===== src/rtl/mem_access_unit.sv =====
// rtl/mem_access_unit.sv - RV64 memory stage: one 64-bit ld/sd per start pulse (optional REQ timeout: MEMU_TIMEOUT_EN)
module mem_access_unit #(
    parameter int ADDR_W         = 64,
    parameter int DATA_W         = 64,
    parameter int TIMEOUT_CYCLES = 256
) (
    input  logic              clk,
    input  logic              rst,
    input  logic              memu_valid,
    input  logic              DMre,
    input  logic              DMwe,
    input  logic [ADDR_W-1:0] addr,
    input  logic [DATA_W-1:0] wdata,
    output logic              memu_finish,
    output logic              memu_err,
    output logic [DATA_W-1:0] rdata,
    output logic              dreq_valid,
    output logic              dreq_wen,
    output logic [ADDR_W-1:0] dreq_addr,
    output logic [DATA_W-1:0] dreq_wdata,
    output logic [7:0]        dreq_strb,
    input  logic              dresp_ok,
    input  logic [DATA_W-1:0] dresp_data
);

    typedef enum logic [1:0] {
        IDLE = 2'd0,
        REQ  = 2'd1,
        DONE = 2'd2
    } state_t;

    state_t            r_state;
    state_t            w_next_state;
    logic              w_start_bus;
    logic              w_timeout;
    logic              r_we;
    logic [ADDR_W-1:0] r_addr;
    logic [DATA_W-1:0] r_wdata;
    logic [DATA_W-1:0] r_rdata;
    logic [ADDR_W-1:0] w_addr_aligned;

    // Low three address bits are dropped: the bus only sees doubleword addresses
    assign w_addr_aligned = addr & ~ADDR_W'(7);
    assign w_start_bus    = memu_valid & (DMre | DMwe);

`ifdef MEMU_TIMEOUT_EN
    localparam int CNT_W = $clog2(TIMEOUT_CYCLES + 1);

    logic [CNT_W-1:0] r_cnt;
    logic             r_err;

    // Abort on the REQ cycle that would bring the wait count up to the limit; a same-cycle dresp_ok wins
    assign w_timeout = (r_state == REQ) && !dresp_ok && (r_cnt == CNT_W'(TIMEOUT_CYCLES - 1));

    // Wait counter: cleared on REQ entry, counts REQ cycles without dresp_ok
    always_ff @(posedge clk) begin
        if (rst) begin
            r_cnt <= '0;
        end else if (r_state == IDLE) begin
            r_cnt <= '0;
        end else if (r_state == REQ && !dresp_ok) begin
            r_cnt <= r_cnt + CNT_W'(1);
        end
    end

    // Error flag lives only in the DONE cycle that follows an abort
    always_ff @(posedge clk) begin
        if (rst) begin
            r_err <= 1'b0;
        end else begin
            r_err <= w_timeout;
        end
    end

    assign memu_err = r_err;
`else
    assign w_timeout = 1'b0;
    assign memu_err  = 1'b0;
`endif

    // State register
    always_ff @(posedge clk) begin
        if (rst) begin
            r_state <= IDLE;
        end else begin
            r_state <= w_next_state;
        end
    end

    // Next-state logic; start pulses outside IDLE are dropped
    always_comb begin
        w_next_state = r_state;
        case (r_state)
            IDLE: begin
                if (w_start_bus) begin
                    w_next_state = REQ;
                end else if (memu_valid) begin
                    w_next_state = DONE;
                end
            end
            REQ: begin
                if (dresp_ok || w_timeout) begin
                    w_next_state = DONE;
                end
            end
            DONE:    w_next_state = IDLE;
            default: w_next_state = IDLE;
        endcase
    end

    // Request capture at start; a simultaneous DMre/DMwe is a store
    always_ff @(posedge clk) begin
        if (rst) begin
            r_we    <= 1'b0;
            r_addr  <= '0;
            r_wdata <= '0;
        end else if (r_state == IDLE && w_start_bus) begin
            r_we    <= DMwe;
            r_addr  <= w_addr_aligned;
            r_wdata <= wdata;
        end
    end

    // Load result: updated only by a completed load, held otherwise
    always_ff @(posedge clk) begin
        if (rst) begin
            r_rdata <= '0;
        end else if (r_state == REQ && dresp_ok && !r_we) begin
            r_rdata <= dresp_data;
        end
    end

    assign dreq_valid  = (r_state == REQ);
    assign dreq_wen    = r_we;
    assign dreq_addr   = r_addr;
    assign dreq_wdata  = r_wdata;
    assign dreq_strb   = r_we ? 8'hFF : 8'h00;
    assign memu_finish = (r_state == DONE);
    assign rdata       = r_rdata;

endmodule

===== config.mk =====
export PLATFORM = sky130hd
export DESIGN_NAME = mem_access_unit
export DESIGN_NICKNAME = d
export VERILOG_FILES = /design/src/rtl/mem_access_unit.sv
export SDC_FILE = /design/constraint.sdc
export NUM_CORES = 1
export LEC_CHECK = 0
export ABC_CLOCK_PERIOD_IN_PS = 2400
export CORE_AREA = 3 3 156 158
export DETAILED_ROUTE_END_ITERATION = 8
export DIE_AREA = 0 0 159 161
export PLACE_DENSITY = 0.69
export SLEW_MARGIN = 20
export SYNTH_ARGS = -nofsm -noshare
export SYNTH_HDL_FRONTEND = slang
export SYNTH_SLANG_ARGS = --single-unit

===== constraint.sdc =====
create_clock -name clk -period 2.4 [get_ports clk]
set_input_delay 0.24 -clock clk [delete_from_list [all_inputs] [get_ports clk]]
set_output_delay 0.24 -clock clk [all_outputs]
set_load 0.1 [all_outputs]

==> summary.md, run 1 <==
| Metric | Value |
|---|---|
| CTS H-tree depth | `4` |
| Share of post-route cells with drive strength above 1 | `20.46%` |
| Commonest non-fill, non-tap cells in the layout | `nand2b_1 (253), buf_4 (207), clkdlybuf4s50_1 (193)` |
| Period utilization | `between 60% and 70%` |
| Final setup violating endpoints | `0` |
| Root Driver | `clkbuf_16` |
| Worst Path Required | `around 2800 ps` |
| Hold-fix buffers, CTS | `0` |
| Crit-path max FO | `34` |
| Synth Area in Adders | `0%` |
| Max_cap viols | `0` |
| Area contributors post-synth | `dfxtp_1 (48%), nand2b_1 (20%), mux2i_1 (16%)` |
| Starting Density | `between 30% and 40%` |
| Synth Area in Compound Gates | `between 4 and 5%` |
| Post-route cell area | `roughly 0.012 mm^2` |
| Post-synthesis mux area share | `approximately 16%` |
| Clock Tree Buf Depth | `2` |
| Hold Crit Class | `primary input to flip-flop` |
| Leakage power | `between 4 and 5 nW` |
| # clock sinks | `~190` |
| Syn-to-layout area delta | `52.28%` |
| Crit end category | `flip-flop` |
| Worst Setup Path Type | `flip-flop to flip-flop` |
| Pin count of the biggest net entering global routing | `approximately 130` |
| Vias | `between 6000 and 7000` |
| Postcts setup bufs | `0` |
| Vias in the first global route | `roughly 6500` |
| Synthesized area | `0.008008 mm^2` |
| Routability cong. | `between 0.7 and 0.8` |
| Largest family of logic cells by synthesized area | `simple AND/OR/NAND/NOR gates` |
| CTS tree | `done` |
| Fmax | `0.6039 GHz` |
| ANT nets after route | `0` |
| Final hold violations | `0` |
| Post-Synth Simple-Gate Area | `a little over a quarter` |
| Placed cell area | `0.01163 mm^2` |
| Post-route DRC | `0` |
| Clock skew | `roughly 8.5 ps` |
| Area of the die | `approximately 0.026 mm^2` |
| Tot Pwr | `8.881 mW` |
| Core area | `0.02326 mm^2` |
| Synth area leader | `dfxtp_1` |
| WL final | `between 20000 and 25000 um` |
| Outcome | `completed` |
| Seq/Total Area, Yosys | `48.00%` |
| Fin util | `between 50% and 60%` |
| Synth cell types | `19` |
| TritonCTS buffer count | `17` |
| Final nets | `1403` |
| Place WS | `428.6 ps` |
| Top-area cell type share of the netlist area | `48.00%` |
| FP Rows | `56` |
| Setup ws final | `~740 ps` |
| Die H | `between 150 and 200 um` |
| Commonest non-fill, non-tap cell in the layout | `nand2b_1` |
| Setup TNS | `0 ps` |
| Clock slew at reported path FFs | `80 ps` |
| RSZ-0062 raised after global routing | `false` |
| Pre-Repair DR Iteration Count | `4` |
| Syn avg cell area | `roughly 9.4 um^2` |
| Global-route wire length before repair | `~36000 um` |
| Gate Count Post-Synth | `850` |
| Ant. Diodes | `0` |
| Initial DRC Count | `approximately 290` |
| Dpl hpwl | `~17000 um` |
| Syn. warnings | `0` |
| # IOs | `approximately 400` |
| Initial antenna violation count | `0` |
| Clock Latency Late Sink | `about 420 ps` |
| Horiz. Die Dim | `approximately 160 um` |
| Pwr dens | `around 730 mW/mm^2` |
| Synth Register Bits | `about 190` |
| Startpoint type of the worst setup path | `flip-flop` |
| Min Tclk post-route | `~1700 ps` |
| Filler Cells Inserted | `roughly 2200` |
| Vias/cell | `around 4.4` |
| PortBufs | `about 390` |
| Post-synthesis xor/xnor area fraction | `0%` |
| GRT Overall Usage | `17.19%` |
| Avg WL per Cell | `14.95 um` |
| Maximum vdd ir drop | `roughly 440 uV` |
| Grt ovf | `0` |
| PostCTS Resize Cnt | `0` |
| Arr. time, crit path | `approximately 2000 ps` |
| Max-slew violations | `0` |
-- registers in the layout, indices dropped and copies added (netlist names) --
| register | flops |
|---|---|
| r_state | 2 |
| rdata | 64 |
| dreq_wdata | 64 |
| dreq_wen | 1 |
| dreq_addr | 61 |
-- final timing paths --
check	from	end	slack, ps	depth (start not counted)
setup / recovery	r_state[0]$_SDFFE_PP0P_	dreq_wdata[47]$_SDFFE_PP0P_	740	5
hold / removal	rst	rdata[57]$_SDFFE_PP0P_	210	2
setup reg to reg	r_state[0]$_SDFFE_PP0P_	dreq_wdata[47]$_SDFFE_PP0P_	740	5
hold reg to reg	rdata[29]$_SDFFE_PP0P_	rdata[29]$_SDFFE_PP0P_	450	2
-- cells in the mapped netlist --
| library cell | count |
|---|---|
| mux2i_1 | 126 |
| a21oi_1 | 64 |
| nand2_1 | 129 |
| and4bb_2 | 1 |
| nor3_2 | 1 |
| nand4bb_1 | 1 |
| buf_2 | 15 |
| conb_1 | 1 |
| buf_8 | 4 |
| o31a_1 | 1 |
| nor3_1 | 1 |
| nor2_1 | 1 |
| buf_4 | 21 |
| clkbuf_1 | 34 |
| o21ba_2 | 1 |
| nor2b_1 | 3 |
| dfxtp_1 | 192 |
| nand2b_1 | 253 |
| buf_6 | 1 |
-- per-stage QoR --
stage	hold WS (ps)	std cells
floorplan	376.0	853
global placement	442.5	1505
detailed placement	446.8	1505
CTS	181.5	1536
global route	196.6	1536
finish	206.7	1536
-- critical path, cell delays in order (launching register included) --
cell	delay (ps)
dfxtp_1	370
nand2b_1	220
nor3_4	170
buf_12	290
buf_4	310
mux2i_1	220
-- cell type report --
type | instances | area, um^2 | area share, %
Clock buffer | 18 | 429.2 | 3.519
Timing Repair Buffer | 408 | 3637 | 29.83
Sequential cell | 192 | 3844 | 31.52
Clock inverter | 13 | 130.1 | 1.067
Tap cell | 319 | 399.1 | 3.273
Multi-Input combinational cell | 586 | 3755 | 30.79
-- logic make-up after synthesis --
family,after synthesis
mux,126
buf+inv,75
flops,192
simple gates,390
compound gates,66
other cells,1
-- routing by layer --
layer / track usage [%] / up-vias / share of wire (%)
met4: 6.009 / 0 / 2.3
met1: 20.63 / 3019 / 42
met2: 28.63 / 254 / 47
met5: 0 / - / 0
li1: - / 3415 / -
met3: 6.207 / 30 / 7.9
-- power breakdown --
| group | internal (mW) | switching, mW | total, mW |
|---|---|---|---|
| Combinational | 0.797 | 1.87 | 2.67 |
| Clock | 1.37 | 1.36 | 2.73 |
| Sequential | 3.37 | 0.107 | 3.48 |
| Total | 5.54 | 3.34 | 8.88 |
Note: power is estimated with default switching activity, not from simulation.
==> run 2: changes to the inputs <==
==> config.mk (replaced) <==
export PLATFORM = sky130hd
export DESIGN_NAME = mem_access_unit
export DESIGN_NICKNAME = d
export VERILOG_FILES = /design/src/rtl/mem_access_unit.sv
export SDC_FILE = /design/constraint.sdc
export NUM_CORES = 1
export LEC_CHECK = 0
export ABC_CLOCK_PERIOD_IN_PS = 1700
export CORE_AREA = 3 3 174 125
export DETAILED_ROUTE_END_ITERATION = 8
export DIE_AREA = 0 0 177 128
export PLACE_DENSITY = 0.77
export SLEW_MARGIN = 20
export SYNTH_ARGS = -nofsm -noshare
export SYNTH_HDL_FRONTEND = slang
export SYNTH_SLANG_ARGS = --single-unit
==> constraint.sdc (replaced) <==
create_clock -name clk -period 1.7 [get_ports clk]
set_input_delay 0.17 -clock clk [delete_from_list [all_inputs] [get_ports clk]]
set_output_delay 0.17 -clock clk [all_outputs]
set_load 0.1 [all_outputs]
==> run 2 against run 1 <==
  * Design area grew 2.3%
  * Power grew 43%
  * Routed wire length grew 3.3%
  * Worst setup slack lost 630 ps
  * Core utilization grew 10 points
  * Largest power group unchanged
==> summary.md, run 2 (same netlist as run 1, synthesis figures left out) <==
| Metric | Value |
|---|---|
| PortBufs | `around 390` |
| Initial antenna violation count | `0` |
| Outcome | `completed` |
| Postcts setup bufs | `0` |
| FF-to-FF End | `dreq_wdata[18]$_SDFFE_PP0P_` |
| Sw Ratio | `approximately 37%` |
| # IOs | `about 400` |
| CP top delay family | `flip-flops` |
| Clock skew | `roughly 12 ps` |
| Final setup violating endpoints | `0` |
| TritonCTS buffer count | `17` |
| WHS Endpoint | `dreq_addr[10]$_SDFFE_PP0P_` |
| Share of post-route cells with drive strength above 1 | `between 20% and 30%` |
| CTS tree | `done` |
| Vias/cell | `approximately 4.6` |
| Clock power frac | `between 30% and 40%` |
| Period utilization | `93.29%` |
| Horiz. Die Dim | `between 150 and 200 um` |
| Vias in the first global route | `~6600` |
| Multi-input gate area | `about 0.0038 mm^2` |
| Fmax | `between 0.6 and 0.7 GHz` |
| RR Startpoint | `r_state[0]$_SDFFE_PP0P_` |
| Clock slew at reported path FFs | `about 70 ps` |
| Crit end category | `primary output` |
| Pre-Repair DR Iteration Count | `5` |
| Leakage power | `a little over 5 nW` |
| Dpl hpwl | `around 18000 um` |
| Worst Path Required | `~1500 ps` |
| Vias | `between 6000 and 7000` |
| Reg2Reg Setup Slack | `260 ps` |
| Part of the power in registers | `38.8%` |
| Sw Pwr | `~4.7 mW` |
| Area of the die | `0.02266 mm^2` |
| Setup ws final | `114.1 ps` |
| Pin count of the biggest net entering global routing | `87` |
| Die H | `around 130 um` |
| Syn-to-layout area delta | `55.81%` |
| R2r worst-path depth | `4` |
| Hold Crit Class | `primary input to flip-flop` |
| Core area | `roughly 0.02 mm^2` |
| Clock Tree Buf Depth | `2` |
| Startpoint type of the worst setup path | `flip-flop` |
| # clock sinks | `192` |
| Starting Density | `between 40% and 50%` |
| Avg WL per Cell | `about 16 um` |
| WHS Path Cells | `3` |
| Grt ovf | `0` |
| GRT Overall Usage | `roughly a fifth` |
| Crit-path slowest cell | `dfxtp_2` |
| WL final | `about 24000 um` |
| Maximum vdd ir drop | `587.0 uV` |
| Commonest non-fill, non-tap cells in the layout | `nand2b_1 (253), buf_4 (201), clkdlybuf4s50_1 (193)` |
| Final hold violations | `0` |
| Clock Latency Late Sink | `about 430 ps` |
| Hold-fix buffers, CTS | `0` |
| Filler Cells Inserted | `around 1700` |
| Ant. Diodes | `0` |
| Initial DRC Count | `351` |
| Min Tclk post-route | `1586 ps` |
| Hold Slack | `about 240 ps` |
| Worst path buffer plus inverter count | `2` |
| PostCTS Resize Cnt | `0` |
| HP Start | `rst` |
| Storage element area | `a little under 0.004 mm^2` |
| Arr. time, crit path | `approximately 1400 ps` |
| Slowest Stage Delay on Critical Path | `about 510 ps` |
| Comb power frac | `30.9%` |
| RSZ-0062 raised after global routing | `false` |
| Internal power | `just under 8 mW` |
| ANT nets after route | `0` |
| Post-route DRC | `0` |
| CTS H-tree depth | `4` |
| Pwr dens | `1015 mW/mm^2` |
| Worst Setup Path Type | `flip-flop to primary output` |
| Commonest non-fill, non-tap cell in the layout | `nand2b_1` |
| Max-slew violations | `0` |
| Final nets | `between 1000 and 1500` |
| Global-route wire length before repair | `35800 um` |
| Place WS | `-22.42 ps` |
| Root Driver | `clkbuf_16` |
| Max_cap viols | `0` |
| Crit-path max FO | `7` |
| FP Rows | `43` |
| Crit-path cells | `buf_4 -> buf_12` |
| Routability cong. | `0.8584` |
[run 2: cell types whose count changed in the layout (fill, tap and decap cells not counted), moves of 2 or more]
cell        previous run  this run
buf_12                 7        26
buf_4                207       201
clkinv_8               2         0
clkinvlp_4             0         3
inv_6                  3         1
inv_8                  2         5
nor2b_1                3         1
nor2b_2                0         2
[run 2: power groups by stage]
stage | Sequential [mW] | Combinational (mW) | Clock, mW
after floorplan | 6.85 | 0.911 | 0
after global placement | 5.00 | 3.91 | 0
after detailed placement | 5.01 | 3.93 | 0
after CTS | 4.91 | 3.93 | 3.96
after global routing | 4.94 | 4.05 | 4.14
final | 4.91 | 3.91 | 3.84
[run 2: worst register-to-register path, cell delays in order (launching register included)]
cell,delay (ps)
dfxtp_1,320
nand2b_1,190
nor3_4,240
buf_12,320
mux2i_1,300
[run 2: final cells by class]
cell class / instances / area share (%)
clock buffer: 18 / 3.520
clock inverter: 13 / 0.9828
sequential: 192 / 30.82
tap: 270 / 2.708
multi-input combinational: 586 / 30.13
timing repair buffer: 421 / 31.84
[run 2: how the worst max path moves through the flow]
stage	start	endpoint	slack [ps]	depth (start not counted)
6_report	dreq_wen$_SDFFE_PP0P_	dreq_strb[3]	110	2
5_1_grt	dreq_wen$_SDFFE_PP0P_	dreq_strb[3]	40	2
4_1_cts	dreq_wen$_SDFFE_PP0P_	dreq_strb[4]	70	2
3_5_place_dp	DMwe	dreq_addr[16]$_SDFFE_PP0P_	-20	6
3_3_place_gp	DMre	dreq_addr[42]$_SDFFE_PP0P_	40	6
2_1_floorplan	r_state[0]$_SDFFE_PP0P_	r_state[0]$_SDFFE_PP0P_	70	3
[run 2: stage by stage]
stage	setup TNS (ps)	total power [mW]	util, %	cells	area [um^2]
6_report	0	12.66	62.51	1500	12480
5_1_grt	0	13.14	62.51	1500	12480
4_1_cts	0	12.80	62.51	1500	12480
3_5_place_dp	-34.60	8.937	59.69	1469	11920
3_3_place_gp	0	8.908	59.69	1469	11920
2_1_floorplan	0	7.756	-	853	8025
[run 2: metal layers]
layer | routed length (um) | vias up | track usage (%)
met5 | 0 | - | 0
met4 | 434 | 0 | 6.279
met3 | 2019 | 31 | 6.868
met2 | 11580 | 248 | 33.84
met1 | 9672 | 3100 | 23.95
li1 | - | 3451 | -
